$ cat config.mk
export PLATFORM = sky130hd
export DESIGN_NAME = lap_sampler
export DESIGN_NICKNAME = d
export VERILOG_FILES = /design/src/rtl/lap_sampler_pkg.sv /design/src/rtl/lap_sampler_btn_cond.sv /design/src/rtl/lap_sampler.sv
export SDC_FILE = /design/constraint.sdc
export NUM_CORES = 1
export LEC_CHECK = 0
export BUFFER_PORTS_ARGS = -buffer_cell sky130_fd_sc_hd__buf_2
export CORE_MARGIN = 5
export CORE_UTILIZATION = 48
export DETAILED_ROUTE_END_ITERATION = 6
export PLACE_DENSITY = 0.72
export SLEW_MARGIN = 20
export SYNTH_ARGS = -nofsm -noshare
export SYNTH_HDL_FRONTEND = slang
export SYNTH_SLANG_ARGS = --single-unit
export TNS_END_PERCENT = 20
$ cat constraint.sdc
create_clock -name clk -period 3.8 [get_ports clk]
set_input_delay 0.19 -clock clk [delete_from_list [all_inputs] [get_ports clk]]
set_output_delay 0.19 -clock clk [all_outputs]
set_load 0.005 [all_outputs]
$ cat src/rtl/lap_sampler_pkg.sv
// Shared types and constants for the stopwatch front end (lap_sampler).
package lap_sampler_pkg;

  typedef enum logic {
    IDLE    = 1'b0,
    RUNNING = 1'b1
  } state_e;

  localparam logic [3:0] ONES_MAX  = 4'd9;
  localparam logic [3:0] TENS_MAX  = 4'd5;
  localparam logic [7:0] TIME_ZERO = 8'h00;

  // Two-digit BCD seconds increment, 59 wraps to 00.
  function automatic logic [7:0] bcd_inc(input logic [7:0] t);
    logic [3:0] tens;
    logic [3:0] ones;
    tens = t[7:4];
    ones = t[3:0];
    if (ones != ONES_MAX) return {tens, ones + 4'd1};
    if (tens != TENS_MAX) return {tens + 4'd1, 4'd0};
    return TIME_ZERO;
  endfunction

endpackage

$ cat src/rtl/lap_sampler_btn_cond.sv
// Button conditioner: 2-flop synchroniser, optional debounce filter
// (LAP_SAMPLER_DEBOUNCE_EN) and rising-edge detect to a one-cycle press.
module btn_cond #(
  parameter int unsigned DEBOUNCE_CYCLES = 1
) (
  input  logic clk_i,
  input  logic rst_i,
  input  logic btn_i,
  output logic press_o
);

  logic sync1_q;
  logic sync2_q;
  logic level;
  logic prev_q;

  // Reset high so a button held through reset release is not a press.
  always_ff @(posedge clk_i or posedge rst_i) begin
    if (rst_i) begin
      sync1_q <= 1'b1;
      sync2_q <= 1'b1;
    end else begin
      sync1_q <= btn_i;
      sync2_q <= sync1_q;
    end
  end

`ifdef LAP_SAMPLER_DEBOUNCE_EN
  localparam int unsigned CW = (DEBOUNCE_CYCLES > 1) ? $clog2(DEBOUNCE_CYCLES) : 1;

  logic          stable_q;
  logic          stable_d;
  logic [CW-1:0] cnt_q;
  logic [CW-1:0] cnt_d;

  // Accept a new level on its DEBOUNCE_CYCLES-th consecutive differing sample.
  always_comb begin
    stable_d = stable_q;
    cnt_d    = '0;
    if (sync2_q != stable_q) begin
      if (cnt_q == CW'(DEBOUNCE_CYCLES - 1)) stable_d = sync2_q;
      else                                   cnt_d    = cnt_q + 1'b1;
    end
  end

  always_ff @(posedge clk_i or posedge rst_i) begin
    if (rst_i) begin
      stable_q <= 1'b1;
      cnt_q    <= '0;
    end else begin
      stable_q <= stable_d;
      cnt_q    <= cnt_d;
    end
  end

  assign level = stable_q;
`else
  logic unused_debounce;
  assign unused_debounce = (DEBOUNCE_CYCLES != 0);
  assign level           = sync2_q;
`endif

  always_ff @(posedge clk_i or posedge rst_i) begin
    if (rst_i) prev_q <= 1'b1;
    else       prev_q <= level;
  end

  assign press_o = level & ~prev_q;

endmodule

$ cat src/rtl/lap_sampler.sv
// Stopwatch front end: button conditioning, run/stop FSM, seconds prescaler,
// BCD 00-59 counter and lap/browse strobes. Debounce via LAP_SAMPLER_DEBOUNCE_EN.
module lap_sampler
  import lap_sampler_pkg::*;
#(
  parameter int unsigned TICK_DIV        = 100_000_000,
  parameter int unsigned DEBOUNCE_CYCLES = 1_000_000
) (
  input  logic       clk,
  input  logic       reset,
  input  logic       btn_run,
  input  logic       btn_lap,
  input  logic       btn_next,
  output logic [7:0] time_bcd,
  output logic       running,
  output logic [7:0] sample_in,
  output logic       sample_in_valid,
  output logic       next_sample
);

  localparam int unsigned PW = $clog2(TICK_DIV);

  logic run_press;
  logic lap_press;
  logic next_press;

  btn_cond #(.DEBOUNCE_CYCLES(DEBOUNCE_CYCLES)) u_run (
    .clk_i(clk), .rst_i(reset), .btn_i(btn_run), .press_o(run_press)
  );
  btn_cond #(.DEBOUNCE_CYCLES(DEBOUNCE_CYCLES)) u_lap (
    .clk_i(clk), .rst_i(reset), .btn_i(btn_lap), .press_o(lap_press)
  );
  btn_cond #(.DEBOUNCE_CYCLES(DEBOUNCE_CYCLES)) u_next (
    .clk_i(clk), .rst_i(reset), .btn_i(btn_next), .press_o(next_press)
  );

  state_e        state_q, state_d;
  logic [PW-1:0] presc_q, presc_d;
  logic [7:0]    time_q, time_d;
  logic [7:0]    sample_q, sample_d;
  logic          valid_q, valid_d;
  logic          next_q, next_d;

  always_comb begin
    state_d  = state_q;
    presc_d  = presc_q;
    time_d   = time_q;
    sample_d = sample_q;
    valid_d  = 1'b0;
    next_d   = next_press;
    case (state_q)
      IDLE: begin
        if (lap_press) begin
          time_d  = TIME_ZERO;
          presc_d = '0;
        end
        if (run_press) begin
          state_d = RUNNING;
          presc_d = '0;
        end
      end
      RUNNING: begin
        // Lap captures the pre-tick value; a stop freezes both time and prescaler.
        if (lap_press) begin
          sample_d = time_q;
          valid_d  = 1'b1;
        end
        if (run_press) begin
          state_d = IDLE;
        end else if (presc_q == PW'(TICK_DIV - 1)) begin
          presc_d = '0;
          time_d  = bcd_inc(time_q);
        end else begin
          presc_d = presc_q + 1'b1;
        end
      end
      default: state_d = IDLE;
    endcase
  end

  always_ff @(posedge clk or posedge reset) begin
    if (reset) begin
      state_q  <= IDLE;
      presc_q  <= '0;
      time_q   <= TIME_ZERO;
      sample_q <= TIME_ZERO;
      valid_q  <= 1'b0;
      next_q   <= 1'b0;
    end else begin
      state_q  <= state_d;
      presc_q  <= presc_d;
      time_q   <= time_d;
      sample_q <= sample_d;
      valid_q  <= valid_d;
      next_q   <= next_d;
    end
  end

  assign time_bcd        = time_q;
  assign running         = (state_q == RUNNING);
  assign sample_in       = sample_q;
  assign sample_in_valid = valid_q;
  assign next_sample     = next_q;

endmodule

==> results.toml <==
[sta]
timing_max_transition_violations_final = 0
rsz0062_at_grt = "no"
finalSetupViolCount = 0
clock-skew-final_ns = 0.004573
fmaxAchievable_mhz = 384.6
finalHoldViolCount = 0
setup_total_negative_slack_ns = 0
finalWorstSetupSlack_ns = 1.200
relSlewSlack_pct = 56.29
tightestPinTransition_ns = 0.6532
min_period_ns = 2.600
fin_crit_sh_pct = 68.42

[clock_tree]
insertion_delay_ns = 0.31
numClockSinks = 55
cts.htree.levels = 2
clk_pin_slew_worst_paths_ns = 0.09
cts_made_buffers = 5
cts_root_buffer_type = "sky130_fd_sc_hd__clkbuf_8"
post_cts_resize_count = 0
buffers_from_clock_root_to_sink_at_most = 2
tritoncts_clock_tree = "yes"

[detailed_routing]
post_route_ant_nets = 0
route.top_layer_used = "met4"
viasPerCell = 5.542
wl_per_cell_microns = 14.19
dr.first_iter.drc_count = 93
dr_total_vias = 1962
sum_of_routed_wire_segments_on_met1_microns = 2239
dr_wl_met3_microns = 235
met2_wirelength_microns = 2529
detailedRoute.firstPassIterationCount = 4
totalWireLength_microns = 5023
drt_drc_violations_left = 0

[worst_setup_path]
longest_individual_stage_delay_on_the_worst_path_ns = 0.58
buf_inv_on_cp = 1
cpMostUsedCell = "sky130_fd_sc_hd__nor2_1"
critical_path_endpoint_category = "register"
setup_slack_of_the_worst_register_to_register_path_ns = 1.20
worstPathCellList = "or4_1, nor4_2, a31oi_1, nor2_1, buf_4, nor2_1"
timing.rr.end = "presc_q[15]$_DFFE_PP0P_"
cp_slowest_cell = "sky130_fd_sc_hd__nor2_1"
critical_path_cell_count = 6
cp_data_required_time_ns = 4.00
worst-r2r-cell-count = 6
cpLargestDelayFamily = "simple AND/OR/NAND/NOR gates"
crit_type = "register to register"
crit_start = "presc_q[19]$_DFFE_PP0P_"
critPathArrivalTime_ns = 2.80
timing.critical_path.from_type = "register"
critical_path_peak_fanout = 12
worst_r2r_startpoint = "presc_q[19]$_DFFE_PP0P_"

[power]
share_seq_of_total_power_pct = 55.9
power.clock.fraction_pct = 27.2
internal-power_mw = 0.8026
power.share.switching_pct = 30.47
p_leak_nw = 1.308
ir_worst_vdd_uv = 197.4
power-per-cell-area_nw_per_um2 = 393.9
switching_power_of_the_nets_mw = 0.3517
pwr-share-comb_pct = 16.9

[synthesis]
synth_seq_cells = 55
synth_top_cell_area_share_pct = 43.94
async_flop_share_pct = 100.0
synthesis.area_sq_um = 2620
syn_avg_cell_area_sq_um = 10.40
syn-instance-count = 252
synth-seq-area-share_pct = 52.96
post_synth_main_area_contributors = "sky130_fd_sc_hd__dfrtp_1 (44%), sky130_fd_sc_hd__dfstp_2 (9.0%), sky130_fd_sc_hd__xnor2_1 (5.3%)"
postSynth.topFlopCell = "sky130_fd_sc_hd__dfrtp_1"
synth_enable_flop_cells = 0
synth_top_area_cell = "sky130_fd_sc_hd__dfrtp_1"
syn_nets = 263
yosys_warnings = 0
synth_cell_types = 41

[finish]
drive_gt1_share_pct = 18.79
syn_to_final_growth_pct = 11.84
final_nets = 292
antenna_cells_inserted = 0

[die]
floorplan.die.height_microns = 83.88
pin_count = 24
total_die_area_sq_um = 7036
core_sq_um = 5405
site_rows = 27
floorplan.initialDensity_pct = 48.47
floorplan.die.width_microns = 83.88

[global_route]
grt_pass1_wl_microns = 8756
grt_start_max_net_pins = 35
antenna_found_initial = 0
remaining_global_route_overflow = 0
grt_pass1_vias = 1935
globalRouteTotalUtil_pct = 14.97

[place]
io_buffers = 23
dp_worst_setup_slack_ns = 1.218
detailedPlacementHpwl_microns = 3579
gp_routability_congestion = 0.8095

[job]
timing.max_cap.violations = 0

[min_path]
worstHoldStart = "u_lap.sync1_q$_DFF_PP1_"
min_delay_path_depth = 0
hold_path_class = "register to register"
hold_end = "u_lap.level$_DFF_PP1_"

[run_status]
run_status = "completed"
## per-layer routing
layer,GRT usage (%),vias up
li1,-,961
met1,18.38,957
met2,26.25,42
met3,3.554,2
met4,4.094,0
met5,0,-
## synth_stat cells, types with 4 or more instances
cell type	number
sky130_fd_sc_hd__dfrtp_1	46
sky130_fd_sc_hd__buf_2	4
sky130_fd_sc_hd__nand3_1	16
sky130_fd_sc_hd__nor4b_1	5
sky130_fd_sc_hd__or3_1	4
sky130_fd_sc_hd__nor3_1	6
sky130_fd_sc_hd__inv_1	8
sky130_fd_sc_hd__xnor2_1	16
sky130_fd_sc_hd__nor2_1	23
sky130_fd_sc_hd__nand4_1	6
sky130_fd_sc_hd__and4_1	7
sky130_fd_sc_hd__o21ai_0	11
sky130_fd_sc_hd__and3_1	4
sky130_fd_sc_hd__nand2_1	24
sky130_fd_sc_hd__dfstp_2	9
sky130_fd_sc_hd__a21oi_1	6
sky130_fd_sc_hd__nor4_1	8
sky130_fd_sc_hd__mux2_2	7
sky130_fd_sc_hd__ha_1	6
## registers in the layout, summed over array words and instances (netlist names)
signal           cells
presc_q             27
sample_in            8
time_bcd             8
next_sample          1
running              1
sample_in_valid      1
u_lap.level          1
u_lap.prev_q         1
u_lap.sync1_q        1
u_next.level         1
u_next.prev_q        1
u_next.sync1_q       1
u_run.level          1
u_run.prev_q         1
u_run.sync1_q        1
## area by class of cell
cell class / count / area [sq um]
clock buffer: 6 / 72.57
clock inverter: 2 / 12.51
multi-input combinational: 181 / 1160
timing repair buffer: 30 / 177.7
sequential: 55 / 1388
fill: 486 / 2475
tap: 72 / 90.09
inverter: 8 / 30.03
## worst reg2reg max path: stages (launching register included)
cell	delay (ns)
sky130_fd_sc_hd__dfrtp_1	0.44
sky130_fd_sc_hd__or4_1	0.56
sky130_fd_sc_hd__nor4_2	0.29
sky130_fd_sc_hd__a31oi_1	0.25
sky130_fd_sc_hd__nor2_1	0.58
sky130_fd_sc_hd__buf_4	0.31
sky130_fd_sc_hd__nor2_1	0.07
## worst max-delay path by stage
stage | endpoint | slack (ns)
global placement | presc_q[21]$_DFFE_PP0P_ | 1.32
CTS | presc_q[15]$_DFFE_PP0P_ | 1.20
global route | presc_q[16]$_DFFE_PP0P_ | 0.97
floorplan | presc_q[25]$_DFFE_PP0P_ | 1.77
finish | presc_q[15]$_DFFE_PP0P_ | 1.20
detailed placement | presc_q[15]$_DFFE_PP0P_ | 1.22
## what timing repair did
| item | CTS | global route |
|---|---|---|
| setup buffers | 0 | 0 |
| hold buffers | 4 | 0 |
| endpoints found under the hold margin | 21 | 0 |
## layout by cell type, fill, tap and decap left out, types with 4 or more instances in the layout
master | Yosys | routed
sky130_fd_sc_hd__dfrtp_1 | 46 | 46
sky130_fd_sc_hd__ha_1 | 6 | 6
sky130_fd_sc_hd__nor3_1 | 6 | 6
sky130_fd_sc_hd__dlygate4sd3_1 | 0 | 4
sky130_fd_sc_hd__nor4b_1 | 5 | 5
sky130_fd_sc_hd__or3_1 | 4 | 4
sky130_fd_sc_hd__o21ai_0 | 11 | 11
sky130_fd_sc_hd__and4_1 | 7 | 7
sky130_fd_sc_hd__clkbuf_8 | 0 | 5
sky130_fd_sc_hd__nand3_1 | 16 | 16
sky130_fd_sc_hd__xnor2_1 | 16 | 16
sky130_fd_sc_hd__nand4_1 | 6 | 6
sky130_fd_sc_hd__mux2_2 | 7 | 7
sky130_fd_sc_hd__inv_1 | 8 | 7
sky130_fd_sc_hd__and3_1 | 4 | 4
sky130_fd_sc_hd__a21oi_1 | 6 | 6
sky130_fd_sc_hd__buf_2 | 4 | 23
sky130_fd_sc_hd__nor2_1 | 23 | 23
sky130_fd_sc_hd__nand2_1 | 24 | 24
sky130_fd_sc_hd__dfstp_2 | 9 | 9
sky130_fd_sc_hd__nor4_1 | 8 | 8
## cell families (layout without fill, tap and decap cells)
logic type                 after synthesis  in the layout  share of synthesized area, %
xor gates and xnor gates                17             17                         5.683
and+or+nand+nor                        120            120                         25.50
DFF                                     55             55                         52.96
AOI/OAI and AO/OA                       31             31                         7.211
muxes                                    7              7                         3.009
buffers and inverters                   16             46                         2.770
adders and majority gates                6              6                         2.865
## power groups by stage
stage / Clock, mW / Sequential (mW) / Combinational, mW
floorplan: 0 / 0.641 / 0.149
global placement: 0 / 0.655 / 0.190
detailed placement: 0 / 0.657 / 0.191
CTS: 0.327 / 0.646 / 0.196
global route: 0.352 / 0.652 / 0.221
finish: 0.314 / 0.645 / 0.195
## stage by stage
stage	total power [mW]	hold slack [ns]	util (%)	cells	instance area, sq um
after global placement	0.8455	0.2198	51.90	342	2805
after detailed placement	0.8480	0.2235	51.90	342	2805
after floorplan	0.7907	0.1945	-	252	2620
final	1.154	0.3595	54.21	354	2930
after CTS	1.169	0.3602	54.21	354	2930
after global routing	1.225	0.3635	54.21	354	2930
(Power assumes the default switching activity.)
